$ cat config.mk
export PLATFORM = sky130hd
export DESIGN_NAME = pc_sequencer_flat
export DESIGN_NICKNAME = d
export VERILOG_FILES = /design/src/rtl/pc_sequencer_if.sv /design/src/rtl/pc_sequencer.sv /design/src/flat_wrapper.sv
export SDC_FILE = /design/constraint.sdc
export NUM_CORES = 1
export LEC_CHECK = 0
export CORE_UTILIZATION = 41
export CTS_BUF_LIST = sky130_fd_sc_hd__clkbuf_8
export DETAILED_ROUTE_END_ITERATION = 16
export PLACE_DENSITY = 0.79
export SYNTH_ARGS = -nofsm -noshare
export SYNTH_HDL_FRONTEND = slang
export SYNTH_SLANG_ARGS = --single-unit
$ cat constraint.sdc
create_clock -name CLK -period 4 [get_ports CLK]
set_input_delay 0.6 -clock CLK [delete_from_list [all_inputs] [get_ports CLK]]
set_output_delay 0.6 -clock CLK [all_outputs]
set_load 0.03 [all_outputs]
$ cat src/rtl/pc_sequencer_if.sv
// Bundle between decode/branch logic and the PC sequencer: instruction
// flags and address sources in, PC load command and stall status out.
interface pc_sequencer_if;
    logic        input_flag;
    logic        output_flag;
    logic        insert;
    logic        halt;
    logic        branch_taken;
    logic        jump;
    logic        jump_reg;
    logic [31:0] pc_current;
    logic [31:0] branch_offset;
    logic [25:0] jump_target;
    logic [31:0] reg_target;
    logic [31:0] pc_next;
    logic        pc_write;
    logic        io_wait;
    logic        out_busy;
    logic        halted;

    // Decode side: presents the instruction and address sources.
    modport master (
        output input_flag, output_flag, insert, halt,
        output branch_taken, jump, jump_reg,
        output pc_current, branch_offset, jump_target, reg_target,
        input  pc_next, pc_write, io_wait, out_busy, halted
    );

    // Sequencer side: decides the PC load.
    modport slave (
        input  input_flag, output_flag, insert, halt,
        input  branch_taken, jump, jump_reg,
        input  pc_current, branch_offset, jump_target, reg_target,
        output pc_next, pc_write, io_wait, out_busy, halted
    );
endinterface

$ cat src/rtl/pc_sequencer.sv
// PC sequencer: decides each cycle whether the PC loads and from where.
// Stalls on IN until a fresh operator insert edge, and on OUT for a fixed
// display-hold time (skippable by insert). HALT is only left by reset.
// Outputs are Mealy: registered state plus current inputs.
module pc_sequencer #(
    parameter int OUT_HOLD_CYCLES = 5
) (
    input logic          CLK,
    input logic          reset,
    pc_sequencer_if.slave bus
);

    typedef enum logic [1:0] {
        ST_RUN,
        ST_WAIT_IN,
        ST_HOLD_OUT,
        ST_HALT
    } state_t;

    localparam logic [7:0] HOLD_INIT = 8'(OUT_HOLD_CYCLES - 1);

    state_t      state, state_nx;
    logic [7:0]  hold_cnt, hold_cnt_nx;
    logic        insert_q;
    logic        insert_rise;

    logic [31:0]        seq_addr;
    logic signed [31:0] br_disp;
    logic [31:0]        br_addr;
    logic [31:0]        jmp_addr;
    logic [31:0]        sel_addr;

    assign insert_rise = bus.insert & ~insert_q;

    // Candidate targets, all modulo 2^32; the branch offset is a signed word count.
    assign seq_addr = bus.pc_current + 32'd4;
    assign br_disp  = $signed(bus.branch_offset) <<< 2;
    assign br_addr  = seq_addr + $unsigned(br_disp);
    assign jmp_addr = {seq_addr[31:28], bus.jump_target, 2'b00};
    assign sel_addr = bus.jump_reg     ? bus.reg_target :
                      bus.jump         ? jmp_addr       :
                      bus.branch_taken ? br_addr        :
                                         seq_addr;

    // State, hold counter and insert history register.
    always_ff @(posedge CLK) begin
        if (reset) begin
            state    <= ST_RUN;
            hold_cnt <= 8'd0;
            insert_q <= 1'b0;
        end else begin
            state    <= state_nx;
            hold_cnt <= hold_cnt_nx;
            insert_q <= bus.insert;
        end
    end

    // Next state, counter update and PC load decision.
    always_comb begin
        state_nx     = state;
        hold_cnt_nx  = hold_cnt;
        bus.pc_write = 1'b0;
        bus.pc_next  = seq_addr;
        bus.io_wait  = 1'b0;
        bus.out_busy = 1'b0;
        bus.halted   = 1'b0;

        case (state)
            ST_RUN: begin
                bus.pc_next = sel_addr;
                if (bus.halt) begin
                    state_nx = ST_HALT;
                end else if (bus.input_flag) begin
                    // IN wins over OUT when both are flagged.
                    state_nx = ST_WAIT_IN;
                end else if (bus.output_flag) begin
                    state_nx    = ST_HOLD_OUT;
                    hold_cnt_nx = HOLD_INIT;
                end else begin
                    bus.pc_write = 1'b1;
                end
            end
            ST_WAIT_IN: begin
                bus.io_wait = 1'b1;
                if (insert_rise) begin
                    bus.pc_write = 1'b1;
                    state_nx     = ST_RUN;
                end
            end
            ST_HOLD_OUT: begin
                bus.out_busy = 1'b1;
                if (hold_cnt == 8'd0 || insert_rise) begin
                    bus.pc_write = 1'b1;
                    state_nx     = ST_RUN;
                    hold_cnt_nx  = 8'd0;
                end else begin
                    hold_cnt_nx = hold_cnt - 8'd1;
                end
            end
            ST_HALT: begin
                bus.halted = 1'b1;
            end
            default: begin
                state_nx = ST_RUN;
            end
        endcase

        // Reset masks every command so an aborted stall never loads the PC.
        if (reset) begin
            bus.pc_write = 1'b0;
            bus.io_wait  = 1'b0;
            bus.out_busy = 1'b0;
            bus.halted   = 1'b0;
        end
    end

endmodule

$ cat src/flat_wrapper.sv
// flat-port wrapper written by rule: the top's interface ports become plain ports
module pc_sequencer_flat 
#(
    parameter int OUT_HOLD_CYCLES = 5
)
  (CLK, reset, bus_input_flag, bus_output_flag, bus_insert, bus_halt, bus_branch_taken, bus_jump, bus_jump_reg, bus_pc_current, bus_branch_offset, bus_jump_target, bus_reg_target, bus_pc_next, bus_pc_write, bus_io_wait, bus_out_busy, bus_halted);
  pc_sequencer_if bus_i ();
  input logic CLK;
  input logic reset;
  input wire logic [$bits(bus_i.input_flag)-1:0] bus_input_flag;
  input wire logic [$bits(bus_i.output_flag)-1:0] bus_output_flag;
  input wire logic [$bits(bus_i.insert)-1:0] bus_insert;
  input wire logic [$bits(bus_i.halt)-1:0] bus_halt;
  input wire logic [$bits(bus_i.branch_taken)-1:0] bus_branch_taken;
  input wire logic [$bits(bus_i.jump)-1:0] bus_jump;
  input wire logic [$bits(bus_i.jump_reg)-1:0] bus_jump_reg;
  input wire logic [$bits(bus_i.pc_current)-1:0] bus_pc_current;
  input wire logic [$bits(bus_i.branch_offset)-1:0] bus_branch_offset;
  input wire logic [$bits(bus_i.jump_target)-1:0] bus_jump_target;
  input wire logic [$bits(bus_i.reg_target)-1:0] bus_reg_target;
  output wire logic [$bits(bus_i.pc_next)-1:0] bus_pc_next;
  output wire logic [$bits(bus_i.pc_write)-1:0] bus_pc_write;
  output wire logic [$bits(bus_i.io_wait)-1:0] bus_io_wait;
  output wire logic [$bits(bus_i.out_busy)-1:0] bus_out_busy;
  output wire logic [$bits(bus_i.halted)-1:0] bus_halted;
  assign bus_i.input_flag = bus_input_flag;
  assign bus_i.output_flag = bus_output_flag;
  assign bus_i.insert = bus_insert;
  assign bus_i.halt = bus_halt;
  assign bus_i.branch_taken = bus_branch_taken;
  assign bus_i.jump = bus_jump;
  assign bus_i.jump_reg = bus_jump_reg;
  assign bus_i.pc_current = bus_pc_current;
  assign bus_i.branch_offset = bus_branch_offset;
  assign bus_i.jump_target = bus_jump_target;
  assign bus_i.reg_target = bus_reg_target;
  assign bus_pc_next = bus_i.pc_next;
  assign bus_pc_write = bus_i.pc_write;
  assign bus_io_wait = bus_i.io_wait;
  assign bus_out_busy = bus_i.out_busy;
  assign bus_halted = bus_i.halted;
  pc_sequencer #(.OUT_HOLD_CYCLES(OUT_HOLD_CYCLES)) u_core (.CLK(CLK), .reset(reset), .bus(bus_i));
endmodule
==> results of run 1 <==
==> kinds of logic after synthesis <==
logic type      count (synthesis)
mux                             5
compound gates                197
fa+ha+maj                      45
simple gates                  224
flops                          11
xor+xnor                       56
buf+inv                        55
==> per-layer routing <==
layer	GRT overflow	GRT usage (%)
met1	0	68.92
met2	7	91.46
met3	0	53.81
met4	3	70.79
met5	0	11.79
==> metrics by stage <==
stage / area, um2 / std cells / hold slack (ns) / utilization, %
4_1_cts: 8132 / 1102 / 0.5256 / 86.77
2_1_floorplan: 4088 / 593 / 0.4801 / -
3_5_place_dp: 7010 / 1032 / 0.5076 / 74.81
3_3_place_gp: 7010 / 1032 / 0.4939 / 74.81
==> timing repair <==
action / CTS
pin swaps: 103
setup buffers: 93
setup endpoints to repair: 25
resized for setup: 207
==> key figures, run 1 <==
Status
  – Tool Error: [ERROR GRT-0232] Routing congestion too high. Check the congestion heatmap in the GUI.
  – Failed at: 5_1_grt
  – Status: did not finish

Placed design
  – IO buf count: 164
  – Dpl ws: -1.140 ns
  – Placer Congestion: 1.007
  – DP HPWL: 16,290 um

Floorplan
  – Width of the die: 101.0 um
  – IO Count: 167
  – Initial Utilization: 42.84%
  – Die height: 101.0 um
  – # rows: 35

Clock tree
  – Root Buffer: clkbuf_8
  – TritonCTS Buffers: 3
  – CTS sink cnt: 11
  – Max Root-Sink Buffers: 2
  – Hold buffers post-CTS: 0
  – H-tree depth: 1

Synth
  – Top-area cell type share of the netlist area: 13.71%
  – Synthesized Nets: 769
  – Synth unique cells: 65
  – EDFF count, synth: 0
  – Simple-gate share of the synthesized area: 26.36%
  – Post-Synth XOR/XNOR Area: 12.22%
  – YS warnings: 0
  – Adder-cell share of the synthesized area: 14.21%
  – Multiplexer area fraction after synthesis: 1.309%
  – Top cells by area, synth: ha_1, nor2_1, xnor2_1
  – Main combinational cell family by area after synthesis: compound AO/OA/AOI/OAI gates
  – Syn Area/Cell: 6.771 um2
  – Compound-cell area share of the yosys netlist: 35.28%
  – Primary FF master, synth: dfxtp_1
  – Post-synthesis cell area: 4015 um2
  – Post-Syn Instances: 593
  – Post-synth top area cell: ha_1
  – Async SR Flop Fraction: 0%
  – Seq/Total Area, Yosys: 5.485%
  – Top post-synthesis cells by count: nor2_1, nand2_1, ha_1, a21oi_1, xnor2_1
  – Flops & latches, synth: 11
  – Most common cell in the netlist: nor2_1

Timing
  – Worst_ep kind: output port
  – Worst endpoint, post-GRT repair: bus_pc_next[31]

Global routing
  – All-Layer GR Usage: 70.61%
  – GRT overflow: 10
  – Largest net degree at the start of global routing: 45
==> inputs of run 2 (changes only) <==
--- a/config.mk
+++ b/config.mk
@@ -5,10 +5,9 @@
 export SDC_FILE = /design/constraint.sdc
 export NUM_CORES = 1
 export LEC_CHECK = 0
-export CORE_UTILIZATION = 41
-export CTS_BUF_LIST = sky130_fd_sc_hd__clkbuf_8
+export CORE_UTILIZATION = 35
 export DETAILED_ROUTE_END_ITERATION = 16
-export PLACE_DENSITY = 0.79
+export PLACE_DENSITY_LB_ADDON = 0.15
 export SYNTH_ARGS = -nofsm -noshare
 export SYNTH_HDL_FRONTEND = slang
 export SYNTH_SLANG_ARGS = --single-unit
==> constraint.sdc (replaced) <==
create_clock -name CLK -period 5.2 [get_ports CLK]
set_input_delay 0.78 -clock CLK [delete_from_list [all_inputs] [get_ports CLK]]
set_output_delay 0.78 -clock CLK [all_outputs]
set_load 0.03 [all_outputs]
==> run 2 against run 1 <==
  * The run now ends clean
  * Synthesized area did not move
  * Synthesized cell count did not move
==> key figures, run 2 <==
Status
  – Status: completed

Synth
  – Syn Area/Cell: 6.771 um2 (unchanged)
  – Synth unique cells: 65 (unchanged)
  – Post-synth top area cell: ha_1
  – Most common cell in the netlist: nor2_1
  – Primary FF master, synth: dfxtp_1
  – Seq/Total Area, Yosys: 5.485% (unchanged)
  – Compound-cell area share of the yosys netlist: 35.28% (unchanged)
  – Top cells by area, synth: ha_1, nor2_1, xnor2_1
  – Post-Syn Instances: 593 (unchanged)
  – Top-area cell type share of the netlist area: 13.71% (unchanged)
  – Synthesized Nets: 769 (unchanged)
  – Main combinational cell family by area after synthesis: compound AO/OA/AOI/OAI gates
  – EDFF count, synth: 0 (unchanged)
  – Async SR Flop Fraction: 0% (unchanged)
  – YS warnings: 0 (unchanged)
  – Post-Synth XOR/XNOR Area: 12.22% (unchanged)
  – Adder-cell share of the synthesized area: 14.21% (unchanged)
  – Post-synthesis cell area: 4015 um2 (unchanged)
  – Top post-synthesis cells by count: nor2_1, nand2_1, ha_1, a21oi_1, xnor2_1
  – Simple-gate share of the synthesized area: 26.36% (unchanged)
  – Multiplexer area fraction after synthesis: 1.309% (unchanged)
  – Flops & latches, synth: 11 (unchanged)

Detailed routing
  – Routed vias: 5,716
  – Drt via density: 5.620
  – DR WL/cell: 18.04 um
  – Post-Route WL: 18,340 um
  – First drt pass iteration count: 5
  – Drt initial violations: 429
  – # DRC: 0
  – Routed Antenna Nets: 0

Clock tree
  – CTS tree: yes
  – CTS sink cnt: 11 (unchanged)
  – Clk_lat worst skew: 0.24 ns
  – H-tree depth: 1 (unchanged)
  – Clk slew on worst S/H paths: 0.04 ns
  – TritonCTS Buffers: 3 (unchanged)
  – Hold buffers post-CTS: 0 (unchanged)
  – Root Buffer: clkbuf_16
  – Max Root-Sink Buffers: 2 (unchanged)

Timing
  – Final Skew: 0.003220 ns
  – Worst Tran Pin Value: 0.9420 ns
  – Hold WS: 0.5146 ns
  – RSZ-0062 raised after global routing: yes
  – Fin crit period: 4.965 ns
  – Slew Limit Fails: 0
  – Setup slack after layout: 0.2348 ns
  – Final hold vios: 0
  – Setup Viol. Count Final: 0
  – Period utilization: 95.48%
  – Worst slew margin: 37.13%
  – Fmax achieved: 201.4 MHz

Floorplan
  – Die height: 109.1 um (+8.1%)
  – Die area: 11,900 um2
  – # rows: 38 (+8.6%)
  – Initial Utilization: 36.40% (-6.4 points)
  – Core ar.: 11,030 um2
  – Width of the die: 109.1 um (+8.1%)
  – IO Count: 167 (unchanged)

Placed design
  – Dpl ws: -0.3113 ns (+0.8288 ns)
  – Area after DPL: 6750 um2 (-3.7%)
  – IO buf count: 164 (unchanged)
  – Placer Congestion: 0.9282 (-7.9%)
  – DP HPWL: 14,300 um (-12%)

Setup path
  – Worst setup EP type: primary output
  – Worst-path maximum fanout: 5
  – CP startpoint kind: primary input
  – WP data required: 4.42 ns
  – Crit path DAT: 4.19 ns
  – WS Path Type: primary input to primary output

Cells and area
  – Biggest register: u_core.hold_cnt
  – Largest regs: u_core.hold_cnt (8), u_core.state (2), u_core.insert_q (1)
  – Synthesis-to-layout area growth: 80.96%
  – Commonest non-fill, non-tap cell in the layout: buf_4
  – Fraction of layout cells with a size suffix above 1: 26.03%
  – Most frequent cells in the layout: buf_4, clkdlybuf4s50_1, nor2_1
  – Max reg flops: 8
  – Post-route cell area: 7266 um2
  – Final nets: 1,053

Global routing
  – Largest net degree at the start of global routing: 45
  – First-pass GRT wire length: 28,080 um
  – GRT overflow: 0
  – All-Layer GR Usage: 30.49%
  – Initial antenna violation count: 1
  – Vias in the first global route: 5,536

Flow run
  – Max-Cap Viols: 0

Power
  – VDD IR max: 0.4856 mV
  – Power Dens Cells: 275.4 nW/um2
  – Leak: 3.182 nW

Min path
  – Path category of the worst min-delay check: register to register
## run 2: critical path, stage by stage
cell and delay, ns:
clkdlybuf4s50_1 0.57, and4_1 0.27, nand4_1 0.17, nor2_2 0.22, buf_4 0.14, nand4_1 0.15
xnor2_2 0.28, ha_1 0.35, a21oi_1 0.20, and3_1 0.18, o211ai_1 0.11, a21oi_2 0.22
mux2i_1 0.21, o221ai_1 0.13, buf_4 0.19
## run 2: area by class of cell
type                    instances  area [um2]
inverters                      27       101.3
repair buffers                307        2751
flip-flops and latches         11       220.2
clock buffers                   4       78.83
diodes                          1       2.502
fillers                       978        3765
multi-input cells             527        3936
well taps                     140       175.2
## run 2: per-layer routing
layer  GRT usage (%)  vias to the layer above  wire length (um)
li1                -                     2774                 -
met1           39.89                     2666              8016
met2           52.16                      243              8674
met3           4.304                       33              1271
met4           7.529                        0               381
met5               0                        -                 0
## run 2: logic make-up (layout without fill, tap and decap cells)
| logic type | after synthesis | in the layout |
|---|---|---|
| AO/OA/AOI/OAI | 197 | 197 |
| adder cells (fa/ha/maj) | 45 | 45 |
| XOR/XNOR | 56 | 56 |
| buffers and inverters | 55 | 338 |
| AND/OR/NAND/NOR | 224 | 224 |
| flip-flops | 11 | 11 |
| other | 0 | 1 |
| multiplexers | 5 | 5 |
## run 2: power breakdown
part           internal [mW]  leakage (nW)  switching, mW
Combinational          0.743          3.05          0.976
Sequential             0.114        0.0901         0.0302
Clock                  0.103        0.0382         0.0354
Total                  0.959          3.18           1.04
## run 2: per-stage QoR
stage / total power, mW / std cells / TNS (ns) / utilization (%)
floorplan: 1.084 / 593 / 0 / -
global placement: 1.779 / 1003 / -1.389 / 61.20
detailed placement: 1.802 / 1003 / -1.595 / 61.20
CTS: 1.966 / 1010 / 0 / 63.76
global route: 2.129 / 1017 / -0.03044 / 65.87
finish: 2.001 / 1017 / 0 / 65.87
## run 2: path summary, 6_finish.rpt
check / cells after the start / end / startpoint / slack (ns)
setup reg to reg: 8 / u_core.hold_cnt[5] / u_core.state[0] / 2.58
hold reg to reg: 2 / u_core.state[1] / u_core.state[1] / 0.51
setup / recovery: 15 / bus_pc_next[31] / bus_pc_current[19] / 0.23
hold / removal: 2 / u_core.state[1] / u_core.state[1] / 0.51
## run 2: repair_timing
action,CTS,global route
endpoints found under the hold margin,0,0
endpoints found under the setup margin,13,16
buffers inserted,3,6
resized for setup,39,41
pin swaps,16,29
Note: power is estimated with default switching activity, not from simulation.
==> inputs of run 3 (changes only) <==
--- a/config.mk
+++ b/config.mk
@@ -6,8 +6,11 @@
 export NUM_CORES = 1
 export LEC_CHECK = 0
 export CORE_UTILIZATION = 35
+export CTS_CLUSTER_SIZE = 20
 export DETAILED_ROUTE_END_ITERATION = 16
+export HOLD_SLACK_MARGIN = 0.02
 export PLACE_DENSITY_LB_ADDON = 0.15
+export SKIP_LAST_GASP = 1
 export SYNTH_ARGS = -nofsm -noshare
 export SYNTH_HDL_FRONTEND = slang
 export SYNTH_SLANG_ARGS = --single-unit
==> run 3 against run 2 <==
  * Clock-buffer cell count did not move
  * Non-clock buffer count unchanged
  * Cell area is essentially flat
  * Critical path type unchanged
  * Largest cell class unchanged
  * Highest routed layer unchanged
==> key figures, run 3 (synthesis gave the netlist of run 2 again) <==
Status
  – Status: completed

Clock tree
  – CTS sink cnt: 11 (unchanged)
  – CTS tree: yes
  – Root Buffer: clkbuf_16
  – TritonCTS Buffers: 3 (unchanged)
  – Max Root-Sink Buffers: 2 (unchanged)
  – Clk slew on worst S/H paths: 0.04 ns (about the same)
  – Clk_lat worst skew: 0.24 ns (about the same)
  – H-tree depth: 1 (unchanged)
  – Hold buffers post-CTS: 0 (unchanged)

Floorplan
  – # rows: 38 (unchanged)
  – Die height: 109.1 um (unchanged)
  – Width of the die: 109.1 um (unchanged)
  – Initial Utilization: 36.40% (unchanged)
  – Die area: 11,900 um2 (unchanged)
  – IO Count: 167 (unchanged)
  – Core ar.: 11,030 um2 (unchanged)

Cells and area
  – Biggest register: u_core.hold_cnt
  – Largest regs: u_core.hold_cnt (8), u_core.state (2), u_core.insert_q (1)
  – Max reg flops: 8 (unchanged)
  – Synthesis-to-layout area growth: 80.80% (about the same)
  – Area of the multi-input gates: 3938 um2 (about the same)
  – Commonest non-fill, non-tap cell in the layout: buf_4
  – Total area of sequential cells: 220.2 um2 (unchanged)
  – Most frequent cells in the layout: buf_4, clkdlybuf4s50_1, nor2_1
  – Final nets: 1,053 (unchanged)
  – Fraction of layout cells with a size suffix above 1: 26.26% (+0.23 points)
  – Number of fill cells: 986 (+0.82%)
  – Finished Layout Cells: 1,016 (-0.098%)
  – Core Util, Final: 65.81% (about the same)
  – Diodes inserted: 0 (-1)

Timing
  – Fmax achieved: 200.6 MHz (-0.42%)
  – Slew Limit Fails: 0 (unchanged)
  – Period utilization: 95.88% (+0.40 points)
  – Final hold vios: 0 (unchanged)
  – Final Skew: 0.003323 ns (+0.0001028 ns)
  – TNS Setup: 0 ns (unchanged)
  – Setup Viol. Count Final: 0 (unchanged)
  – RSZ-0062 raised after global routing: yes
  – Hold WS: 0.5149 ns (+0.0002330 ns)
  – Fin crit period: 4.986 ns (+0.02079 ns)
  – Worst slew margin: 37.14% (about the same)
  – Worst Tran Pin Value: 0.9418 ns (-0.0001366 ns)

Detailed routing
  – First drt pass iteration count: 7 (+2)
  – DR WL/cell: 18.01 um (-0.16%)
  – Routed vias: 5,700 (-0.28%)
  – Post-Route WL: 18,300 um (-0.26%)
  – Drt via density: 5.610 (-0.18%)
  – # DRC: 0 (unchanged)
  – Routed Antenna Nets: 0 (unchanged)
  – Drt initial violations: 416 (-3.0%)

Power
  – Tot Pwr: 2.000 mW (about the same)
  – Power Dens Cells: 275.5 nW/um2 (about the same)
  – VDD IR max: 0.4816 mV (-0.81%)
  – Leak: 3.183 nW (about the same)

Global routing
  – First-pass GRT wire length: 28,080 um (unchanged)
  – All-Layer GR Usage: 30.47% (about the same)
  – Vias in the first global route: 5,533 (-0.054%)
  – Initial antenna violation count: 0 (-1)
  – GRT overflow: 0 (unchanged)
  – Largest net degree at the start of global routing: 45 (unchanged)

Setup path
  – WS Path Type: primary input to primary output
  – Worst-path maximum fanout: 5 (unchanged)
  – Worst setup EP type: primary output
  – Crit path DAT: 4.21 ns (+0.02 ns)
  – CP startpoint kind: primary input
  – WP data required: 4.42 ns (about the same)

Placed design
  – Cell count after placement: 1,003 (unchanged)
  – IO buf count: 164 (unchanged)
  – DP HPWL: 14,300 um (unchanged)
  – Placer Congestion: 0.9282 (unchanged)

Flow run
  – Max-Cap Viols: 0 (unchanged)

Min path
  – Path category of the worst min-delay check: register to register
## run 3: through the flow
stage / setup WS [ns] / cell area, um2
finish: 0.2140 / 7259
global route: -0.02199 / 7259
CTS: -0.04402 / 7019
detailed placement: -0.3113 / 6750
global placement: -0.2809 / 6750
floorplan: 0.4295 / 4015
## run 3: layout make-up
class,count,area share (%)
multi-input cells,527,54.24
repair buffers,307,37.83
flip-flops and latches,11,3.033
well taps,140,2.413
inverters,27,1.396
clock buffers,4,1.086
## run 3: final timing paths
check / startpoint / to / slack (ns) / depth (start not counted)
worst max-delay path: bus_pc_current[19] / bus_pc_next[31] / 0.21 / 15
worst min-delay path: u_core.state[1] / u_core.state[1] / 0.51 / 2
worst max register to register: u_core.state[0] / u_core.hold_cnt[5] / 2.62 / 8
worst min register to register: u_core.state[1] / u_core.state[1] / 0.51 / 2
## run 3: layer usage
metal  global-route usage, %  wire length [um]  up-vias
met2                   52.43              8707      227
met1                   39.71              7936     2670
met4                   6.853               316        0
met3                   4.543              1334       29
met5                       0                 0        -
li1                        -                 -     2774
## run 3: worst max-delay path, stage by stage
cell and delay [ns]:
clkdlybuf4s50_1 0.57, and4_1 0.27, nand4_1 0.17, nor2_2 0.23, buf_4 0.14, nand4_1 0.16, xnor2_2 0.28, ha_1 0.35
a21oi_1 0.21, and3_1 0.19, o211ai_1 0.11, a21oi_2 0.22, xor2_1 0.18, o221ai_1 0.15, buf_4 0.19
## run 3: what timing repair did
item / 4_1_cts / 5_1_grt
pin swaps: 16 / 30
gates resized for setup: 36 / 49
setup buffers: 3 / 6
endpoints found under the setup margin: 13 / 19
hold endpoints to repair: 0 / 0
## run 3: report_power, final
group	internal, mW	total (mW)	leakage (nW)	switching [mW]
registers	0.114	0.144	0.0901	0.0301
logic	0.742	1.72	3.05	0.975
clock network	0.103	0.138	0.0382	0.0355
total	0.959	2.00	3.18	1.04
==> inputs of run 4 (changes only) <==
--- a/config.mk
+++ b/config.mk
@@ -9,6 +9,7 @@
 export CTS_CLUSTER_SIZE = 20
 export DETAILED_ROUTE_END_ITERATION = 16
 export HOLD_SLACK_MARGIN = 0.02
+export MAX_ROUTING_LAYER = met4
 export PLACE_DENSITY_LB_ADDON = 0.15
 export SKIP_LAST_GASP = 1
 export SYNTH_ARGS = -nofsm -noshare
==> run 4 against run 3 <==
  * Sequential power barely moved
  * First-iteration DRC count shrank 8.4%
  * Flip-flop and latch count is the same
  * Combinational power about the same
  * Setup slack got worse by 0.057 ns
  * Hold slack lost 0.0017 ns
  * Critical path depth did not move
  * Largest cell class unchanged
==> key figures, run 4 (synthesis gave the netlist of run 2 again) <==
Status
  – Status: completed

Detailed routing
  – Max layer used: met4
  – Drt initial violations: 381 (-8.4%)
  – Routed Antenna Nets: 0 (unchanged)
  – First drt pass iteration count: 5 (-2)
  – # DRC: 0 (unchanged)
  – Met2 routed WL: 8670 um (-0.42%)
  – DR WL/cell: 18.20 um (+1.1%)
  – WL met3: 1402 um (+5.1%)
  – Post-Route WL: 18,470 um (+0.96%)
  – Metal-1 WL: 7914 um (-0.28%)
  – Routed vias: 5,749 (+0.86%)
  – Drt via density: 5.664 (+0.96%)

Setup path
  – WP data required: 4.42 ns (about the same)
  – Worst-path maximum fanout: 4 (-1)
  – Crit path DAT: 4.26 ns (+0.05 ns)
  – WS Path Type: primary input to primary output
  – Worst setup EP type: primary output
  – CP startpoint kind: primary input
  – Worst Reg2Reg Path Length in Cells: 8 (unchanged)

Timing
  – Worst slew margin: 38.75% (+1.6 points)
  – RSZ-0062 raised after global routing: yes
  – Setup slack after layout: 0.1572 ns (-0.05681 ns)
  – Worst Tran Pin Value: 0.9177 ns (-0.02410 ns)
  – Period utilization: 96.98% (+1.1 points)
  – Fin crit period: 5.043 ns (+0.05681 ns)
  – Final Skew: 0.002186 ns (-0.001137 ns)
  – Setup Viol. Count Final: 0 (unchanged)
  – Slew Limit Fails: 0 (unchanged)
  – Final hold vios: 0 (unchanged)
  – Fmax achieved: 198.3 MHz (-1.1%)

Placed design
  – IO buf count: 164 (unchanged)
  – DP HPWL: 14,530 um (+1.6%)
  – Placer Congestion: 0.9569 (+3.1%)
  – Dpl ws: -0.3294 ns (-0.01811 ns)

Cells and area
  – Commonest non-fill, non-tap cell in the layout: buf_4
  – Synthesis-to-layout area growth: 79.50%
  – Largest regs: u_core.hold_cnt (8), u_core.state (2), u_core.insert_q (1)
  – Most frequent cells in the layout: buf_4, clkdlybuf4s50_1, nor2_1
  – Fraction of layout cells with a size suffix above 1: 25.06% (-1.2 points)
  – Max reg flops: 8 (unchanged)
  – Final nets: 1,051 (-0.19%)
  – Biggest register: u_core.hold_cnt

Global routing
  – Largest net degree at the start of global routing: 45 (unchanged)
  – GRT overflow: 0 (unchanged)
  – First-pass GRT wire length: 28,080 um (unchanged)
  – Vias in the first global route: 5,642 (+2.0%)
  – All-Layer GR Usage: 31.48% (+1.0 points)
  – Initial antenna violation count: 1 (+1)

Floorplan
  – Die height: 109.1 um (unchanged)
  – Die area: 11,900 um2 (unchanged)
  – # rows: 38 (unchanged)
  – IO Count: 167 (unchanged)
  – Initial Utilization: 36.40% (unchanged)
  – Core ar.: 11,030 um2 (unchanged)
  – Width of the die: 109.1 um (unchanged)

Power
  – Tot Pwr: 2.007 mW (+0.37%)
  – VDD IR max: 0.4689 mV (-2.6%)
  – Leak: 3.108 nW (-2.4%)
  – Pint: 0.9605 mW (+0.16%)
  – Power Dens Cells: 278.5 nW/um2 (+1.1%)
  – Sw Share: 52.15% (+0.10 points)
  – Combinational group share of total power: 86.1% (+0.2 points)
  – NetSw: 1.047 mW (+0.57%)
  – Flop pwr share: 7.1% (about the same)
  – Clock power share: 6.8% (about the same)

Flow run
  – Max-Cap Viols: 0 (unchanged)

Clock tree
  – Root Buffer: clkbuf_16
  – Clk slew on worst S/H paths: 0.04 ns (about the same)
  – CTS tree: yes
  – H-tree depth: 1 (unchanged)
  – Clk_lat worst skew: 0.23 ns (about the same)
  – Max Root-Sink Buffers: 2 (unchanged)
  – CTS sink cnt: 11 (unchanged)
  – TritonCTS Buffers: 3 (unchanged)

Min path
  – Path category of the worst min-delay check: register to register
  – Worst Hold Depth: 2 (unchanged)
-- run 4: changes by cell type in the layout (fill, tap and decap cells not counted), sizes merged --
| cell | change |
|---|---|
| buf | -2 |
| clkbuf | -2 |
| clkdlybuf4s50 | +3 |
| diode | +1 |
| dlygate4sd2 | +7 |
| dlymetal6s2s | -8 |
-- run 4: power by group through the flow --
stage	Sequential (mW)	Combinational, mW	Clock, mW
after floorplan	0.137	0.947	0
after global placement	0.140	1.64	0
after detailed placement	0.143	1.66	0
after CTS	0.142	1.69	0.139
after global routing	0.146	1.84	0.144
final	0.143	1.73	0.137
-- run 4: layer usage --
metal | track usage (%) | vias up
li1 | - | 2788
met1 | 39.21 | 2670
met4 | 9.749 | 0
met2 | 53.01 | 254
met5 | - | -
met3 | 3.407 | 37
-- run 4: final timing paths --
check / endpoint / start / slack, ns
max reg2reg: u_core.hold_cnt[5] / u_core.state[0] / 2.52
min reg2reg: u_core.state[1] / u_core.state[1] / 0.51
max: bus_pc_next[19] / bus_pc_current[4] / 0.16
min: u_core.state[1] / u_core.state[1] / 0.51
-- run 4: stage by stage --
stage	hold WS [ns]	area, um2	instances	util, %	setup TNS (ns)
5_1_grt	0.5518	7207	1015	65.34	-0.04862
4_1_cts	0.5183	7028	1013	63.71	0
3_5_place_dp	0.5106	6735	1001	61.06	-1.502
3_3_place_gp	0.4926	6735	1001	61.06	-1.419
2_1_floorplan	0.4801	4015	593	-	0
6_report	0.5132	7207	1015	65.34	0
-- run 4: what timing repair did --
action / CTS / global route
setup buffers: 9 / 1
hold buffers: 0 / 0
endpoints found under the setup margin: 12 / 11
pin swaps: 20 / 20
gates resized for setup: 40 / 32
-- run 4: layout make-up --
type	count	area, um2
well taps	140	175.2
inverters	27	101.3
multi-input cells	527	3916
repair buffers	305	2713
clock buffers	4	78.83
flip-flops and latches	11	220.2
diodes	1	2.502
fillers	992	3824
-- run 4: critical path, stage by stage --
cell,delay (ns)
dlygate4sd2_1,0.27
nand3_1,0.15
nor2_2,0.14
nand2_1,0.09
xnor2_1,0.30
ha_1,0.32
a211oi_1,0.34
o21ai_1,0.17
nand3_1,0.10
o211ai_1,0.15
a311o_1,0.43
xor2_1,0.15
a221o_1,0.31
a31o_1,0.21
dlygate4sd2_1,0.35
